==> src/rtl/mem_arbiter.sv <==
// mem_arbiter: round-robin arbiter sharing one single-port synchronous RAM between two masters
//
// Ports:
//   clk, rst            rising-edge clock, asynchronous active-high reset
//   setn                enable; low blocks new grants (an in-flight access still completes)
//   mK_req/write/addr/wdata   master K request (K = 0 cpu data port, K = 1 loader/DMA port)
//   mK_gnt              one-cycle pulse while master K's access is presented to the RAM
//   mK_rvalid/rdata     one-cycle response pulse; rdata carries the RAM read data for reads, 0 otherwise
//   ram_sel/write/addr/wdata  registered RAM command
//   ram_rdata           RAM read data, valid the cycle after a read access
//
// Optional feature (macro MEM_ARB_LOCK_EN): adds m0_lock/m1_lock. A grant taken with lock = 1
// keeps the bus for that master (the other master is ineligible) until it is granted with lock = 0.
module mem_arbiter #(
    parameter int AMSB = 7,
    parameter int DMSB = 7
) (
    input  logic          clk,
    input  logic          rst,
    input  logic          setn,
    input  logic          m0_req,
    input  logic          m0_write,
    input  logic [AMSB:0] m0_addr,
    input  logic [DMSB:0] m0_wdata,
`ifdef MEM_ARB_LOCK_EN
    input  logic          m0_lock,
    input  logic          m1_lock,
`endif
    output logic          m0_gnt,
    output logic          m0_rvalid,
    output logic [DMSB:0] m0_rdata,
    input  logic          m1_req,
    input  logic          m1_write,
    input  logic [AMSB:0] m1_addr,
    input  logic [DMSB:0] m1_wdata,
    output logic          m1_gnt,
    output logic          m1_rvalid,
    output logic [DMSB:0] m1_rdata,
    output logic          ram_sel,
    output logic          ram_write,
    output logic [AMSB:0] ram_addr,
    output logic [DMSB:0] ram_wdata,
    input  logic [DMSB:0] ram_rdata
);
    typedef enum logic [1:0] {IDLE, ACC, RSP} state_t;
    state_t        state_q, state_d;
    logic          prio_q, prio_d;
    logic          owner_q, owner_d;
    logic          rd_q, rd_d;
    logic [1:0]    gnt_q, gnt_d;
    logic [1:0]    rvalid_q, rvalid_d;
    logic          sel_q, sel_d;
    logic          write_q, write_d;
    logic [AMSB:0] addr_q, addr_d;
    logic [DMSB:0] wdata_q, wdata_d;
    logic          elig0, elig1, win, win_write, grant;
`ifdef MEM_ARB_LOCK_EN
    logic          lock_q, lock_d;
    logic          lock_own_q, lock_own_d;
    logic          win_lock;
`endif
    always_ff @(posedge clk or posedge rst) begin
        if (rst) begin
            state_q    <= IDLE;
            prio_q     <= 1'b0;
            owner_q    <= 1'b0;
            rd_q       <= 1'b0;
            gnt_q      <= '0;
            rvalid_q   <= '0;
            sel_q      <= 1'b0;
            write_q    <= 1'b0;
            addr_q     <= '0;
            wdata_q    <= '0;
`ifdef MEM_ARB_LOCK_EN
            lock_q     <= 1'b0;
            lock_own_q <= 1'b0;
`endif
        end else begin
            state_q    <= state_d;
            prio_q     <= prio_d;
            owner_q    <= owner_d;
            rd_q       <= rd_d;
            gnt_q      <= gnt_d;
            rvalid_q   <= rvalid_d;
            sel_q      <= sel_d;
            write_q    <= write_d;
            addr_q     <= addr_d;
            wdata_q    <= wdata_d;
`ifdef MEM_ARB_LOCK_EN
            lock_q     <= lock_d;
            lock_own_q <= lock_own_d;
`endif
        end
    end
    always_comb begin
`ifdef MEM_ARB_LOCK_EN
        // while a lock is held only its owner may compete
        elig0     = m0_req && !(lock_q && lock_own_q);
        elig1     = m1_req && !(lock_q && !lock_own_q);
`else
        elig0     = m0_req;
        elig1     = m1_req;
`endif
        win       = (elig0 && elig1) ? prio_q : elig1;
        win_write = win ? m1_write : m0_write;
        grant     = setn && (elig0 || elig1) && (state_q != ACC);
`ifdef MEM_ARB_LOCK_EN
        win_lock   = win ? m1_lock : m0_lock;
        lock_d     = lock_q;
        lock_own_d = lock_own_q;
`endif
        state_d  = IDLE;
        prio_d   = prio_q;
        owner_d  = owner_q;
        rd_d     = rd_q;
        gnt_d    = '0;
        rvalid_d = '0;
        sel_d    = 1'b0;
        write_d  = 1'b0;
        addr_d   = addr_q;
        wdata_d  = wdata_q;
        if (state_q == ACC) begin
            state_d  = RSP;
            rvalid_d = owner_q ? 2'b10 : 2'b01;
        end else if (grant) begin
            state_d = ACC;
            sel_d   = 1'b1;
            write_d = win_write;
            addr_d  = win ? m1_addr : m0_addr;
            wdata_d = win ? m1_wdata : m0_wdata;
            gnt_d   = win ? 2'b10 : 2'b01;
            owner_d = win;
            rd_d    = !win_write;
`ifdef MEM_ARB_LOCK_EN
            // a locked grant keeps priority where it is; an unlocked grant releases the lock
            prio_d     = win_lock ? prio_q : !win;
            lock_d     = win_lock;
            lock_own_d = win;
`else
            prio_d  = !win;
`endif
        end
    end
    assign m0_gnt    = gnt_q[0];
    assign m1_gnt    = gnt_q[1];
    assign m0_rvalid = rvalid_q[0];
    assign m1_rvalid = rvalid_q[1];
    // the RAM's read data only arrives during RSP, so it is steered by the registered response flags
    assign m0_rdata  = (rvalid_q[0] && rd_q) ? ram_rdata : '0;
    assign m1_rdata  = (rvalid_q[1] && rd_q) ? ram_rdata : '0;
    assign ram_sel   = sel_q;
    assign ram_write = write_q;
    assign ram_addr  = addr_q;
    assign ram_wdata = wdata_q;
endmodule
==> config.mk <==
export PLATFORM = sky130hd
export DESIGN_NAME = mem_arbiter
export DESIGN_NICKNAME = d
export VERILOG_FILES = /design/src/rtl/mem_arbiter.sv
export SDC_FILE = /design/constraint.sdc
export NUM_CORES = 1
export LEC_CHECK = 0
export CAP_MARGIN = 25
export CORE_MARGIN = 2
export CORE_UTILIZATION = 37
export DETAILED_ROUTE_END_ITERATION = 12
export PLACE_DENSITY = 0.88
export SETUP_SLACK_MARGIN = 0.3
export SYNTH_ARGS = -nofsm -noshare
export SYNTH_HDL_FRONTEND = slang
export SYNTH_SLANG_ARGS = --single-unit
==> constraint.sdc <==
create_clock -name clk -period 1.4 [get_ports clk]
set_input_delay 0.28 -clock clk [delete_from_list [all_inputs] [get_ports clk]]
set_output_delay 0.28 -clock clk [all_outputs]
set_load 0.01 [all_outputs]
After elaboration in Yosys (flattened, before gate mapping)
Cells that the tools add are included.
{"block": "word_totals", "out_inout_bits": 38, "ff_bits": 27, "elab_cells": 39}
{"block": "classes", "reduce_logical": 9, "muxes": 17, "eq_ne": 2, "bitwise_logic": 1}
{"operator": "8-bit 2-to-1 mux", "count": 4}
{"operator": "2-bit 2-to-1 mux", "count": 6}
{"operator": "1-bit 2-to-1 mux", "count": 7}
{"operator": "1-bit logical AND", "count": 5}
{"operator": "2-bit by 1-bit == test with 1-bit output, second input constant", "count": 1}
{"operator": "1-bit zero test", "count": 2}
{"operator": "2-bit by 1-bit inequality test with 1-bit output, second input constant", "count": 1}
{"operator": "2-bit AND reduction", "count": 1}
{"operator": "1-bit logical OR", "count": 1}
{"operator": "1-bit NOT", "count": 1}

Logic depth before layout (Yosys ltp)
{"block": "logic_depth", "word_depth": 5, "mapped_depth": 5}

Worst setup path before layout
No wires, ideal clock.
{"block": "synth_path", "path_type": "reg-to-reg", "start": "register state_q[0]", "end": "register addr_q[7] (netlist: ram_addr[7])", "path_buffers": 1, "arrival_ns": 1.123, "required_time_ns": 1.274, "path_stages_with_launch": 5, "slack_ns": 0.151, "synth_period_minus_slack_ns": 1.249, "cell_sequence": "dfrtp_1 nand2b_4 o211ai_1 buf_2 a221o_1"}
{"block": "synth_between", "elab_chain_len": 3, "elab_cells_between_ends": 5}
{"item": "start, declared", "line": "46", "text": "state_t state_q, state_d;"}
{"item": "start signal, assigned", "line": "79", "text": "state_q <= state_d;"}
{"item": "2-bit by 1-bit inequality test with 1-bit output / 2-bit by 1-bit == test with 1-bit output (equally long branches)", "line": "106, 122"}
{"item": "1-bit logical AND / 1-bit NOT (equally long branches)"}
{"item": "2-bit AND reduction (no source line) (*)"}
{"item": "end signal, assigned", "line": "87", "text": "addr_q <= addr_d;"}
{"item": "end, declared", "line": "54", "text": "logic [AMSB:0] addr_q, addr_d;"}
Mark *: on every way between the ends. The rest lies on a longest branch, timed or not.
A chain may end at the register's enable or synchronous reset.

Worst setup path after layout
{"block": "layout_path", "start": "register rvalid_q[1]", "end": "output m1_rdata[7]"}
{"block": "layout_between", "elab_chain_len": 2}
{"item": "start, declared", "line": "51", "text": "logic [1:0] rvalid_q, rvalid_d;"}
{"item": "start signal, assigned", "line": "84", "text": "rvalid_q <= rvalid_d;"}
{"item": "1-bit logical AND", "line": "150", "text": "assign m1_rdata = (rvalid_q[1] && rd_q) ? ram_rdata : '0;"}
{"item": "8-bit 2-to-1 mux", "line": "150"}
{"item": "end, declared", "line": "38", "text": "output logic [DMSB:0] m1_rdata,"}
Every way passes these cells.

==> results.json <==
{
  "run_status": "finished, violations left",
  "violations": "setup timing",
  "timing.rr.start": "state_q[0]",
  "clock-sinks": 26,
  "synthArstFlopShare_pct": 100,
  "die_w_um": 64.9,
  "p_switching_mw": 0.833,
  "tightest_slew_ns": 0.356,
  "drt-pass1-iter-count": 4,
  "vias": 1538,
  "p_comb_share_pct": 44.6,
  "p_sw_share_pct": 31.2,
  "cts_root_buffer": "clkbuf_8",
  "chipHeight_um": 64.9,
  "leakagePower_nw": 1.35,
  "area_growth_pct": 110,
  "antenna_found_initial": 0,
  "drc_errors": 0,
  "crit_arrival_ns": 1.14,
  "cts_buffers": 3,
  "period_needed_ns": 1.42,
  "crit_path_start_kind": "register",
  "dp_worst_setup_slack_ns": -0.373,
  "hold_viol_final": 0,
  "ir_worst_vdd_v": 0.000534,
  "post-route-util_pct": 80.0,
  "drive_gt1_share_pct": 50.6,
  "grt_pass1_wl_mm": 7.82,
  "max_freq_ghz": 0.703,
  "finalPower_mw": 2.67,
  "power.internal_mw": 1.83,
  "critPathKind": "register to primary output",
  "track_usage_pct": 24.8,
  "rsz0062_at_grt": "true",
  "grt_max_degree": 27,
  "crit_fanout": 6,
  "syn_avg_cell_area_um2": 11.5,
  "power.density_nw_per_um2": 924,
  "synth_common_cells": "dfrtp_1 (26), nand2_1 (17), a221o_1 (16), and3_1 (16), nor4b_2 (10)",
  "timing.max_cap.violations": 0,
  "ant_nets": 0,
  "grt.overflow.total": 0,
  "maxSlewHeadroom_pct": 76.2,
  "hp-class": "primary input to asynchronous set/reset pin",
  "coreArea_um2": 3610,
  "period_share_pct": 102,
  "yosysSeqAreaShare_pct": 47.4,
  "synth_top_area_cell": "dfrtp_1",
  "synth_top_area_share_pct": 47.4,
  "yosysMostFrequentCell": "dfrtp_1",
  "syn_area_um2": 1370,
  "io-pin-count": 85,
  "dpl.hpwl_mm": 3.03,
  "cts_buffer_depth": 2,
  "clkLatencyLatePin_ns": 0.28,
  "worstPathRequired_ns": 1.12,
  "rr_worst_depth": 4,
  "wl_per_cell_um": 19.4,
  "grt_pass1_vias": 1582,
  "synth_edf_count": 0,
  "ys_seq_elements": 26,
  "synth_area_leaders": "dfrtp_1 (47%), a221o_1 (12%), nor4b_2 (11%)",
  "clkTransAtPathRegs_ns": 0.09,
  "fin_ws_ns": -0.0234,
  "p_clk_share_pct": 18.8,
  "yosys_warnings": 0,
  "vias_per_cell": 5.32,
  "syn_inst": 119,
  "synthesis.nets": 166,
  "fill_cells": 211,
  "io_buffers": 84,
  "fin_nets": 289,
  "dieArea_um2": 4220,
  "row_count": 22,
  "r2r_end": "ram_wdata[0]",
  "reg2reg_slack_ns": -0.01,
  "start_util_pct": 38.1,
  "synth_flop_cell": "dfrtp_1",
  "fin_skew_ns": 0.00839,
  "yosysUniqueCellTypes": 21,
  "finalMaxSlewViolations": 0,
  "htreeDepth": 1,
  "cts_tree": "built",
  "n_antenna_cell": 0,
  "place_congestion": 0.703,
  "setup_viol_count_final": 6,
  "pwr-share-seq_pct": 36.5,
  "routed_wl_mm": 5.62,
  "drtIter0Drc": 46,
  "end_kind": "primary output"
}
-- worst max-delay path: stages (launching register included) --
cell     delay [ns]
dfrtp_2        0.45
buf_6          0.14
and3_4         0.16
buf_6          0.11
-- logic make-up after synthesis --
logic type             synth area share, %
buffers and inverters                 7.65
AND/OR/NAND/NOR                       30.7
AO/OA/AOI/OAI                         14.3
flip-flops                            47.4
-- placed cells by master, fill, tap and decap left out, types with 5 or more instances in the layout --
cell             count
nand2_1             17
nor4b_4             14
buf_4               23
buf_6               35
buf_2               19
dlygate4sd2_1        5
a221o_1             16
and3_1               5
clkdlybuf4s50_1     41
and3_4              11
dfrtp_1             25
-- sequential cells by signal (all words and copies together), names as in the netlist, 2 cells and up --
| register | cells |
|---|---|
| gnt_q | 2 |
| ram_addr | 8 |
| ram_wdata | 8 |
| rvalid_q | 2 |
| state_q | 2 |
-- repair_timing --
item / in CTS / in global routing
hold endpoints to repair: 0 / 0
buffers inserted: 16 / 11
hold buffers: 0 / 0
pin swaps: 9 / 6
setup endpoints to repair: 61 / 58
gates resized for setup: 212 / 30
gates cloned: 4 / 1
-- final cells by class --
class	instances	area, um^2	area share (%)
Clock buffer	4	55.1	1.91
Inverter	6	30.0	1.04
Multi-Input combinational cell	77	851	29.5
Sequential cell	26	652	22.6
Tap cell	48	60.1	2.08
Timing Repair Buffer	128	1240	42.9
-- per-stage QoR --
step           hold WS, ns  cells  instance area (um^2)  setup TNS, ns
2_1_floorplan        0.320    119                  1380              0
3_3_place_gp         0.408    253                  2310          -9.60
3_5_place_dp         0.435    253                  2310         -10.64
4_1_cts              0.372    277                  2650       -0.00742
5_1_grt              0.434    289                  2890         -0.537
6_report             0.378    289                  2890        -0.0461
-- power by group through the flow --
stage	combinational, mW	clock, mW	sequential [mW]
final	1.19	0.503	0.974
after global placement	0.837	0	0.977
after detailed placement	0.859	0	0.976
after floorplan	0.316	0	1.02
after CTS	1.02	0.490	0.958
after global routing	1.26	0.540	0.984
-- layer usage --
layer	global-route usage, %	vias to the layer above	part of all wire, %	wire length (um)
met5	0	-	0	0
met4	10.1	0	1.4	79
met3	7.29	7	7.4	416
met2	46.0	86	55	3080
met1	25.9	743	36	2040
li1	-	702	-	-
-- worst max path at each step --
| stage | end | slack [ns] | startpoint |
|---|---|---|---|
| finish | m1_rdata[7] | -0.02 | rvalid_q[1] |
| global route | m1_rdata[7] | -0.05 | rvalid_q[1] |
| CTS | m1_rdata[7] | -0.007 | rvalid_q[1] |
| detailed placement | m0_rdata[3] | -0.37 | ram_rdata[3] |
| global placement | m0_rdata[3] | -0.35 | ram_rdata[3] |
| floorplan | ram_addr[7] | 0.17 | state_q[0] |
Note: power is estimated with default switching activity, not from simulation.
